### src/rtl/mem_port_arbiter.sv
`default_nettype none
// ============================================================================
// Module      : mem_port_arbiter
// Description : Round-robin arbiter sharing one memory port between fetch (I)
//               and load/store (D); one transaction in flight, with watchdog.
// Revision    : 1.0 - initial release
// ============================================================================
module mem_port_arbiter #(
    parameter int TIMEOUT_CYCLES = 1024,
    parameter int CNT_W          = 11
) (
    input  logic        clk_i,
    input  logic        rst_i,
    input  logic        i_rd_i,
    input  logic [31:0] i_addr_i,
    output logic        i_ready_o,
    output logic [31:0] i_data_o,
    output logic        i_err_o,
    input  logic        d_rd_i,
    input  logic        d_wr_i,
    input  logic [31:0] d_addr_i,
    input  logic [31:0] d_data_i,
    input  logic [3:0]  d_byte_select_i,
    output logic        d_ready_o,
    output logic [31:0] d_data_o,
    output logic        d_err_o,
    input  logic        merged_mem_ready_i,
    input  logic [31:0] merged_mem_data_i,
    output logic        merged_mem_rd_o,
    output logic        merged_mem_wr_o,
    output logic [31:0] merged_mem_addr_o,
    output logic [31:0] merged_mem_data_o,
    output logic [3:0]  byte_select_o
);

    localparam logic [1:0]       c_S_IDLE    = 2'd0;
    localparam logic [1:0]       c_S_GRANT_I = 2'd1;
    localparam logic [1:0]       c_S_GRANT_D = 2'd2;
    localparam logic             c_OWNER_I   = 1'b0;
    localparam logic             c_OWNER_D   = 1'b1;
    localparam logic             c_WD_EN     = (TIMEOUT_CYCLES != 0);
    localparam logic [CNT_W-1:0] c_WD_LAST   = CNT_W'(TIMEOUT_CYCLES - 1);

    logic [1:0]       r_state,      w_state_nxt;
    logic             r_last_grant, w_last_grant_nxt;
    logic             r_mem_rd,     w_mem_rd_nxt;
    logic             r_mem_wr,     w_mem_wr_nxt;
    logic [31:0]      r_mem_addr,   w_mem_addr_nxt;
    logic [31:0]      r_mem_data,   w_mem_data_nxt;
    logic [3:0]       r_byte_sel,   w_byte_sel_nxt;
    logic [CNT_W-1:0] r_wd_cnt,     w_wd_cnt_nxt;

    logic w_i_req;
    logic w_d_req;
    logic w_granted;
    logic w_timeout;
    logic w_done;

    assign w_i_req   = i_rd_i;
    assign w_d_req   = d_rd_i | d_wr_i;
    assign w_granted = (r_state != c_S_IDLE);
    // A ready arriving on the last watchdog cycle wins over the timeout.
    assign w_timeout = c_WD_EN & w_granted & ~merged_mem_ready_i & (r_wd_cnt == c_WD_LAST);
    assign w_done    = w_granted & (merged_mem_ready_i | w_timeout);

    always_ff @(posedge clk_i or posedge rst_i) begin
        if (rst_i) begin
            r_state      <= c_S_IDLE;
            r_last_grant <= c_OWNER_D;
            r_mem_rd     <= 1'b0;
            r_mem_wr     <= 1'b0;
            r_mem_addr   <= '0;
            r_mem_data   <= '0;
            r_byte_sel   <= '0;
            r_wd_cnt     <= '0;
        end else begin
            r_state      <= w_state_nxt;
            r_last_grant <= w_last_grant_nxt;
            r_mem_rd     <= w_mem_rd_nxt;
            r_mem_wr     <= w_mem_wr_nxt;
            r_mem_addr   <= w_mem_addr_nxt;
            r_mem_data   <= w_mem_data_nxt;
            r_byte_sel   <= w_byte_sel_nxt;
            r_wd_cnt     <= w_wd_cnt_nxt;
        end
    end

    always_comb begin
        w_state_nxt      = r_state;
        w_last_grant_nxt = r_last_grant;
        w_mem_rd_nxt     = r_mem_rd;
        w_mem_wr_nxt     = r_mem_wr;
        w_mem_addr_nxt   = r_mem_addr;
        w_mem_data_nxt   = r_mem_data;
        w_byte_sel_nxt   = r_byte_sel;
        w_wd_cnt_nxt     = r_wd_cnt;
        case (r_state)
            c_S_IDLE: begin
                if (w_i_req && (!w_d_req || (r_last_grant == c_OWNER_D))) begin
                    w_state_nxt      = c_S_GRANT_I;
                    w_last_grant_nxt = c_OWNER_I;
                    w_mem_rd_nxt     = 1'b1;
                    w_mem_wr_nxt     = 1'b0;
                    w_mem_addr_nxt   = i_addr_i;
                    w_mem_data_nxt   = '0;
                    w_byte_sel_nxt   = 4'b1111;
                    w_wd_cnt_nxt     = '0;
                end else if (w_d_req) begin
                    w_state_nxt      = c_S_GRANT_D;
                    w_last_grant_nxt = c_OWNER_D;
                    w_mem_rd_nxt     = d_rd_i & ~d_wr_i;
                    w_mem_wr_nxt     = d_wr_i;
                    w_mem_addr_nxt   = d_addr_i;
                    w_mem_data_nxt   = d_data_i;
                    w_byte_sel_nxt   = d_byte_select_i;
                    w_wd_cnt_nxt     = '0;
                end
            end
            c_S_GRANT_I, c_S_GRANT_D: begin
                if (w_done) begin
                    w_state_nxt  = c_S_IDLE;
                    w_mem_rd_nxt = 1'b0;
                    w_mem_wr_nxt = 1'b0;
                end else if (c_WD_EN) begin
                    w_wd_cnt_nxt = r_wd_cnt + 1'b1;
                end
            end
            default: begin
                w_state_nxt  = c_S_IDLE;
                w_mem_rd_nxt = 1'b0;
                w_mem_wr_nxt = 1'b0;
            end
        endcase
    end

    assign i_ready_o = w_done & (r_state == c_S_GRANT_I);
    assign i_err_o   = w_timeout & (r_state == c_S_GRANT_I);
    assign i_data_o  = ((r_state == c_S_GRANT_I) && merged_mem_ready_i) ? merged_mem_data_i : '0;
    assign d_ready_o = w_done & (r_state == c_S_GRANT_D);
    assign d_err_o   = w_timeout & (r_state == c_S_GRANT_D);
    assign d_data_o  = ((r_state == c_S_GRANT_D) && merged_mem_ready_i) ? merged_mem_data_i : '0;

    assign merged_mem_rd_o   = r_mem_rd;
    assign merged_mem_wr_o   = r_mem_wr;
    assign merged_mem_addr_o = r_mem_addr;
    assign merged_mem_data_o = r_mem_data;
    assign byte_select_o     = r_byte_sel;

endmodule
`default_nettype wire

### config.mk
export PLATFORM = sky130hd
export DESIGN_NAME = mem_port_arbiter
export DESIGN_NICKNAME = d
export VERILOG_FILES = /design/src/rtl/mem_port_arbiter.sv
export SDC_FILE = /design/constraint.sdc
export NUM_CORES = 1
export LEC_CHECK = 0
export BUFFER_PORTS_ARGS = -buffer_cell sky130_fd_sc_hd__buf_2
export CORE_AREA = 2 2 108 110
export CTS_CLUSTER_SIZE = 8
export DETAILED_ROUTE_END_ITERATION = 6
export DIE_AREA = 0 0 110 112
export PLACE_DENSITY = 0.73
export RECOVER_POWER = 50
export SYNTH_ARGS = -nofsm -noshare
export SYNTH_HDL_FRONTEND = slang
export SYNTH_SLANG_ARGS = --single-unit
### constraint.sdc
create_clock -name clk_i -period 2.86 [get_ports clk_i]
set_input_delay 0.143 -clock clk_i [delete_from_list [all_inputs] [get_ports clk_i]]
set_output_delay 0.143 -clock clk_i [all_outputs]
set_load 0.005 [all_outputs]
==> impl_metrics.env, run 1 <==
export IMPL_synth_sequential_area_ratio_pct=50.0
export IMPL_hold_viol=0
export IMPL_htree_num_levels=3
export IMPL_critPathSlowestCell="sky130_fd_sc_hd__nand2_1"
export IMPL_class_of_the_worst_hold_path="in2reg"
export IMPL_max_cap_viol_count=1
export IMPL_fillerInstances=1020
export IMPL_buffer_ports_inserted=275
export IMPL_post_route_clock_period_utilization_pct=85.6
export IMPL_post_cts_resize_count=0
export IMPL_slew_limit_headroom_pct=-57.8
export IMPL_path_max_fanout=22
export IMPL_cts_tree="built"
export IMPL_first_pass_grt_wire_length_um=19900
export IMPL_worst_setup_path_end_kind="flip-flop"
export IMPL_nets=807
export IMPL_synth_nets=547
export IMPL_worst_setup_hold_path_clk_slew_ns=0.06
export IMPL_timing_setup_critical_path_class="reg2reg"
export IMPL_dieHeight_um=112
export IMPL_final_period_minus_worst_setup_slack_ns=2.45
export IMPL_ctsHoldBuffers=0
export IMPL_clock_skew_final_ns=0.00849
export IMPL_outcome="complete, but fails checks"
export IMPL_violations_in_the_final_reports="max-capacitance violations, max-slew violations"
export IMPL_floorplan_core_area_um2=11200
export IMPL_grt_start_max_net_pins=69
export IMPL_cp_slowest_stage_delay_ns=0.54
export IMPL_antenna_found_initial=0
export IMPL_power_leakage_nw=3.23
export IMPL_synthTopCellsByArea="sky130_fd_sc_hd__dfrtp_1, sky130_fd_sc_hd__and3_1, sky130_fd_sc_hd__a22o_1, sky130_fd_sc_hd__o221a_2, sky130_fd_sc_hd__nand2_1"
export IMPL_synth_commonest_cells="sky130_fd_sc_hd__dfrtp_1, sky130_fd_sc_hd__and3_1, sky130_fd_sc_hd__nand2_1, sky130_fd_sc_hd__a22o_1, sky130_fd_sc_hd__nand2b_1"
export IMPL_post_drt_via_cell_ratio=5.23
export IMPL_timing_fmax_mhz=409
export IMPL_drc_errors=0
export IMPL_synth_top_area_cell="sky130_fd_sc_hd__dfrtp_1"
export IMPL_syn_cell_area_um2=4210
export IMPL_grt_remaining_overflow=0
export IMPL_synth_async_sr_flop_share_pct=100
export IMPL_drv_slew=66
export IMPL_clk_latency_worst_skew_pair_ns=0.33
export IMPL_critPathArrivalTime_ns=2.66
export IMPL_die_ar_um2=12300
export IMPL_ant_nets=0
export IMPL_yosys_warnings=0
export IMPL_syn_to_final_growth_pct=40.7
export IMPL_crit_chain="inv_1 -> ha_1 -> o31a_1 -> nand2_1 -> o221a_2"
export IMPL_route_vias_total=4252
export IMPL_n_antenna_cell=0
export IMPL_yosys_register_bits=84
export IMPL_clockRootBuffer="sky130_fd_sc_hd__clkbuf_16"
export IMPL_io_count=276
export IMPL_drt_initial_drc_count=330
export IMPL_drt_wl_total_um=12900
export IMPL_synthCells=405
export IMPL_globalRouteTotalUtil_pct=20.5
export IMPL_layout_setup_ws_ns=0.412
export IMPL_first_global_vias=3871
export IMPL_critical_path_startpoint_type="flip-flop"
export IMPL_area_used_by_multi_input_combinational_logic_um2=1930
export IMPL_place_ws_ns=0.455
export IMPL_initial_core_util_pct=37.7
export IMPL_cts_setup_buffers=0
export IMPL_postLayoutCoreUtil_pct=53.0
export IMPL_globalplace_congestion=0.952
export IMPL_setup_repair_after_global_routing_missed_its_margin="no"
export IMPL_sequential_cell_area_um2=2100
export IMPL_syn_mean_instance_area_um2=10.4
export IMPL_clk_path_buf_depth=2
export IMPL_setup_viol_count_final=0
export IMPL_core_rowCount=39
export IMPL_synth_top_area_share_pct=49.4
export IMPL_clock_sinks=84
export IMPL_worstPathRequired_ns=3.07
export IMPL_number_of_flops_mapped_to_enable_cells_by_yosys=0
export IMPL_design_power_total_mw=5.47
export IMPL_most_used_flip_flop_cell_after_synthesis="sky130_fd_sc_hd__dfrtp_1"
export IMPL_cts_buffers=9
export IMPL_setup_total_negative_slack_ns=0
export IMPL_yosysUniqueCellTypes=46
export IMPL_powerDensity_nw_per_um2=924
export IMPL_drive_above_1_share_pct=43.4
export IMPL_yosysMostFrequentCell="sky130_fd_sc_hd__dfrtp_1"
export IMPL_drt_first_pass_iters=5
export IMPL_maximum_vdd_drop_uv=520
export IMPL_detailedPlacementHpwl_um=9640
export IMPL_chipWidth_um=110
export IMPL_worst_pin_slew_ns=2.36
export IMPL_routedWlPerCell_um=15.8
## report_power, final
part | switching, mW | leakage, nW | internal, mW
Sequential | 0.278 | 1.02 | 1.69
Clock | 0.449 | 0.143 | 0.701
Combinational | 1.26 | 2.06 | 1.10
## metal layers
layer  vias up  share of wire (%)  GRT usage (%)
li1       2009                  -              -
met1      2071                 43           27.9
met2       157                 50           32.4
met3        15                5.8           4.39
met4         0                1.5           6.50
met5         -                  0              0
## critical path: cells and delay by family (launching register included)
family	cells	cell delay [ns]
AO/OA/AOI/OAI	2	0.86
adder cells (fa/ha/maj)	1	0.43
flip-flops	1	0.40
AND/OR/NAND/NOR	1	0.54
buffers and inverters	1	0.09
## cells in the final DEF, fill, tap and decap left out, types with 3 or more instances in the layout
cell                        instances
sky130_fd_sc_hd__a21oi_1            6
sky130_fd_sc_hd__a22o_1            35
sky130_fd_sc_hd__a31oi_1           14
sky130_fd_sc_hd__and2_1             3
sky130_fd_sc_hd__and3_1            67
sky130_fd_sc_hd__buf_2            238
sky130_fd_sc_hd__buf_4              7
sky130_fd_sc_hd__clkbuf_1          40
sky130_fd_sc_hd__clkbuf_16          9
sky130_fd_sc_hd__dfrtp_1           83
sky130_fd_sc_hd__ha_1               4
sky130_fd_sc_hd__inv_1              6
sky130_fd_sc_hd__mux2i_1            5
sky130_fd_sc_hd__nand2_1           43
sky130_fd_sc_hd__nand2b_1          22
sky130_fd_sc_hd__nand3_1            4
sky130_fd_sc_hd__nor2_1            18
sky130_fd_sc_hd__o21ai_0            3
sky130_fd_sc_hd__o221a_2           18
sky130_fd_sc_hd__o22a_1             4
## cells by family after synthesis
family | after synthesis | share of synthesized area, %
adders and majority gates | 4 | 1.19
buffers and inverters | 41 | 4.25
DFF | 84 | 50.0
AOI/OAI and AO/OA | 103 | 21.6
muxes | 6 | 1.46
and+or+nand+nor | 167 | 21.6
## state kept, by name, indices dropped and copies added, names as in the netlist
signal	flops
merged_mem_wr_o	1
r_wd_cnt	11
r_state	2
merged_mem_rd_o	1
merged_mem_data_o	32
r_last_grant	1
byte_select_o	4
merged_mem_addr_o	32
## cell type report
class	instances	area share [%]
Sequential cell	84	35.5
Clock buffer	12	4.16
Inverter	6	0.380
Clock inverter	4	0.866
Multi-Input combinational cell	280	32.6
Timing Repair Buffer	284	23.5
Tap cell	143	3.02
## stage by stage
stage | area (µm²) | std cells | hold WS, ns
3_5_place_dp | 5680 | 797 | 0.360
6_report | 5920 | 813 | 0.0203
5_1_grt | 5920 | 813 | 0.0131
3_3_place_gp | 5680 | 797 | 0.356
2_1_floorplan | 4210 | 405 | 0.269
4_1_cts | 5980 | 813 | 0.00528
## worst paths after layout
kind | start | to | slack (ns) | depth (start not counted)
worst max-delay path | r_state[1] | merged_mem_addr_o[19] | 0.41 | 5
worst min-delay path | d_byte_select_i[3] | byte_select_o[3] | 0.02 | 2
worst max register to register | r_state[1] | merged_mem_addr_o[19] | 0.41 | 5
worst min register to register | merged_mem_wr_o | merged_mem_wr_o | 0.49 | 1
max in group asynchronous | rst_i | r_last_grant | 0.84 | 3
min in group asynchronous | rst_i | merged_mem_addr_o[13] | 0.63 | 2
Power figures use the tool's default switching activity.
==> run 2: changes to the inputs <==
--- a/config.mk
+++ b/config.mk
@@ -5,12 +5,13 @@
 export SDC_FILE = /design/constraint.sdc
 export NUM_CORES = 1
 export LEC_CHECK = 0
+export ABC_AREA = 1
 export BUFFER_PORTS_ARGS = -buffer_cell sky130_fd_sc_hd__buf_2
-export CORE_AREA = 2 2 108 110
+export CORE_AREA = 2 2 106 108
 export CTS_CLUSTER_SIZE = 8
 export DETAILED_ROUTE_END_ITERATION = 6
-export DIE_AREA = 0 0 110 112
-export PLACE_DENSITY = 0.73
+export DIE_AREA = 0 0 108 110
+export PLACE_DENSITY = 0.75
 export RECOVER_POWER = 50
 export SYNTH_ARGS = -nofsm -noshare
 export SYNTH_HDL_FRONTEND = slang
==> impl_metrics.env, run 2 <==
export IMPL_outcome="completed"
export IMPL_n_antenna_cell=0
export IMPL_maximum_vdd_drop_uv=487
export IMPL_grt_start_max_net_pins=85
export IMPL_syn_cell_area_um2=4130
export IMPL_chipWidth_um=108
export IMPL_buffer_ports_inserted=275
export IMPL_grt_remaining_overflow=0
export IMPL_clk_latency_worst_skew_pair_ns=0.35
export IMPL_yosys_warnings=0
export IMPL_post_drt_via_cell_ratio=4.77
export IMPL_synth_nets=641
export IMPL_setup_viol_count_final=0
export IMPL_dpl_cell_area_um2=5600
export IMPL_worst_pin_slew_ns=0.994
export IMPL_post_cts_resize_count=0
export IMPL_drc_errors=0
export IMPL_drive_above_1_share_pct=33.1
export IMPL_clock_skew_final_ns=0.00739
export IMPL_io_count=276
export IMPL_most_used_flip_flop_cell_after_synthesis="sky130_fd_sc_hd__dfrtp_1"
export IMPL_yosysUniqueCellTypes=30
export IMPL_antenna_found_initial=0
export IMPL_hold_viol=0
export IMPL_post_route_clock_period_utilization_pct=75.8
export IMPL_fillerInstances=1039
export IMPL_worst_setup_hold_path_clk_slew_ns=0.08
export IMPL_drt_first_pass_iters=4
export IMPL_number_of_flops_mapped_to_enable_cells_by_yosys=0
export IMPL_initial_core_util_pct=38.6
export IMPL_final_common_cell="sky130_fd_sc_hd__buf_2"
export IMPL_yosys_register_bits=84
export IMPL_class_of_the_worst_hold_path="in2reg"
export IMPL_holdWs_ns=0.0196
export IMPL_critPathArrivalTime_ns=2.02
export IMPL_design_power_total_mw=5.08
export IMPL_nets=935
export IMPL_drt_wl_total_um=13500
export IMPL_synth_top_area_share_pct=50.3
export IMPL_setup_total_negative_slack_ns=0
export IMPL_timing_setup_critical_path_class="reg2out"
export IMPL_worstPathRequired_ns=2.72
export IMPL_final_instance_count_excl_fill=938
export IMPL_cp_slowest_stage_delay_ns=0.54
export IMPL_die_ar_um2=11900
export IMPL_synthTopCellsByArea="sky130_fd_sc_hd__dfrtp_1, sky130_fd_sc_hd__nor2_1, sky130_fd_sc_hd__nand2_1, sky130_fd_sc_hd__a22o_1, sky130_fd_sc_hd__inv_1"
export IMPL_clock_sinks=84
export IMPL_synth_async_sr_flop_share_pct=100
export IMPL_first_pass_grt_wire_length_um=20400
export IMPL_globalRouteTotalUtil_pct=22.1
export IMPL_numPlacedInstances=892
export IMPL_slew_limit_headroom_pct=33.6
export IMPL_synth_sequential_area_ratio_pct=51.0
export IMPL_max_cap_viol_count=0
export IMPL_clk_path_buf_depth=2
export IMPL_globalplace_congestion=0.818
export IMPL_routedWlPerCell_um=14.4
export IMPL_floorplan_core_area_um2=10700
export IMPL_route_vias_total=4470
export IMPL_synth_commonest_cells="sky130_fd_sc_hd__nor2_1, sky130_fd_sc_hd__dfrtp_1, sky130_fd_sc_hd__nand2_1, sky130_fd_sc_hd__inv_1, sky130_fd_sc_hd__a22o_1"
export IMPL_reg2reg_to="merged_mem_addr_o[29]"
export IMPL_detailedPlacementHpwl_um=9650
export IMPL_core_rowCount=38
export IMPL_worstHoldEndpoint="merged_mem_data_o[15]"
export IMPL_mostFrequentLayoutCells="sky130_fd_sc_hd__buf_2, sky130_fd_sc_hd__nor2_1, sky130_fd_sc_hd__dfrtp_1"
export IMPL_worst_r2r_startpoint="r_state[0]"
export IMPL_critical_path_startpoint_type="flip-flop"
export IMPL_worst_setup_path_end_kind="primary output"
export IMPL_drt_initial_drc_count=311
export IMPL_syn_to_final_growth_pct=46.7
export IMPL_min_delay_path_depth=2
export IMPL_crit_chain="inv_1 -> ha_1 -> nand2_1 -> nor2_1 -> buf_2"
export IMPL_r2r_cells=7
export IMPL_first_global_vias=4197
export IMPL_synth_top_area_cell="sky130_fd_sc_hd__dfrtp_1"
export IMPL_setup_repair_after_global_routing_missed_its_margin="no"
export IMPL_clockRootBuffer="sky130_fd_sc_hd__clkbuf_8"
export IMPL_ant_nets=0
export IMPL_drv_slew=0
export IMPL_critPathSlowestCell="sky130_fd_sc_hd__nand2_1"
export IMPL_timing_fmax_mhz=462
export IMPL_path_max_fanout=32
export IMPL_powerDensity_nw_per_um2=839
export IMPL_stdcell_area_um2=6050
export IMPL_syn_mean_instance_area_um2=8.27
export IMPL_htree_num_levels=3
export IMPL_hold_crit_start="d_data_i[15]"
export IMPL_dieHeight_um=110
export IMPL_synthCells=499
export IMPL_final_period_minus_worst_setup_slack_ns=2.17
export IMPL_yosysMostFrequentCell="sky130_fd_sc_hd__nor2_1"
export IMPL_cts_buffers=9
export IMPL_cts_tree="built"
export IMPL_reg2reg_setup_slack_ns=0.76
export IMPL_power_leakage_nw=3.30
## run 2: changes by cell type after synthesis, moves of 6 or more
| cell | previous run | this run |
|---|---|---|
| sky130_fd_sc_hd__a31oi_1 | 14 | 0 |
| sky130_fd_sc_hd__and3_1 | 67 | 0 |
| sky130_fd_sc_hd__a21oi_1 | 6 | 31 |
| sky130_fd_sc_hd__nand2_1 | 43 | 79 |
| sky130_fd_sc_hd__nor2_1 | 19 | 134 |
| sky130_fd_sc_hd__o22ai_1 | 0 | 18 |
| sky130_fd_sc_hd__clkbuf_1 | 18 | 12 |
| sky130_fd_sc_hd__nand2b_1 | 22 | 0 |
| sky130_fd_sc_hd__o221a_2 | 18 | 0 |
| sky130_fd_sc_hd__inv_1 | 6 | 47 |
## run 2: final cells by class
| class | instances | area, µm² | area share (%) |
|---|---|---|---|
| inverters | 50 | 189 | 3.12 |
| clock inverters | 5 | 66.3 | 1.10 |
| repair buffers | 309 | 1660 | 27.4 |
| multi-input cells | 339 | 1710 | 28.3 |
| well taps | 140 | 175 | 2.89 |
| flip-flops and latches | 84 | 2100 | 34.7 |
| clock buffers | 11 | 151 | 2.50 |
## run 2: logic make-up (layout without fill, tap and decap cells)
group / Yosys count / after routing / synth area share, %
flops: 84 / 84 / 51.0
compound gates: 90 / 90 / 15.2
buf+inv: 76 / 375 / 7.76
fa+ha+maj: 4 / 4 / 1.21
simple gates: 241 / 241 / 24.0
xor+xnor: 4 / 4 / 0.849
## run 2: timing repair
action	in CTS	in global routing
setup buffers	0	0
hold endpoints to repair	110	2
endpoints found under the setup margin	0	0
hold buffers	28	2
## run 2: how the worst max path moves through the flow
stage	start	endpoint	slack [ns]	depth (start not counted)
4_1_cts	r_state[0]	d_data_o[17]	0.65	5
6_report	r_state[0]	d_data_o[17]	0.69	5
5_1_grt	r_state[1]	i_data_o[6]	0.50	5
3_3_place_gp	r_state[0]	byte_select_o[3]	0.81	6
3_5_place_dp	r_state[0]	merged_mem_addr_o[20]	0.74	7
2_1_floorplan	rst_i	byte_select_o[0]	0.55	1
## run 2: routing by layer
layer	share of wire, %	global-route usage, %
met1	39	25.9
met2	52	40.2
met3	7.7	5.76
met4	1.2	5.77
met5	0	0
## run 2: report_power, final
group	switching (mW)	internal [mW]	leakage [nW]
logic	1.29	0.891	2.17
registers	0.301	1.69	1.02
clock network	0.446	0.462	0.108
total	2.04	3.04	3.30
## run 2: through the flow
stage / utilization (%) / setup slack, ns
after detailed placement: 52.3 / 0.740
after global routing: 56.6 / 0.504
after global placement: 52.3 / 0.808
after CTS: 57.0 / 0.653
final: 56.6 / 0.693
after floorplan: - / 0.554
## run 2: critical path: cells and delay by family, from the launching register on
| kind | cells | cell delay, ns |
|---|---|---|
| buffers and inverters | 2 | 0.24 |
| AND/OR/NAND/NOR | 2 | 0.85 |
| flip-flops | 1 | 0.40 |
| adder cells (fa/ha/maj) | 1 | 0.18 |
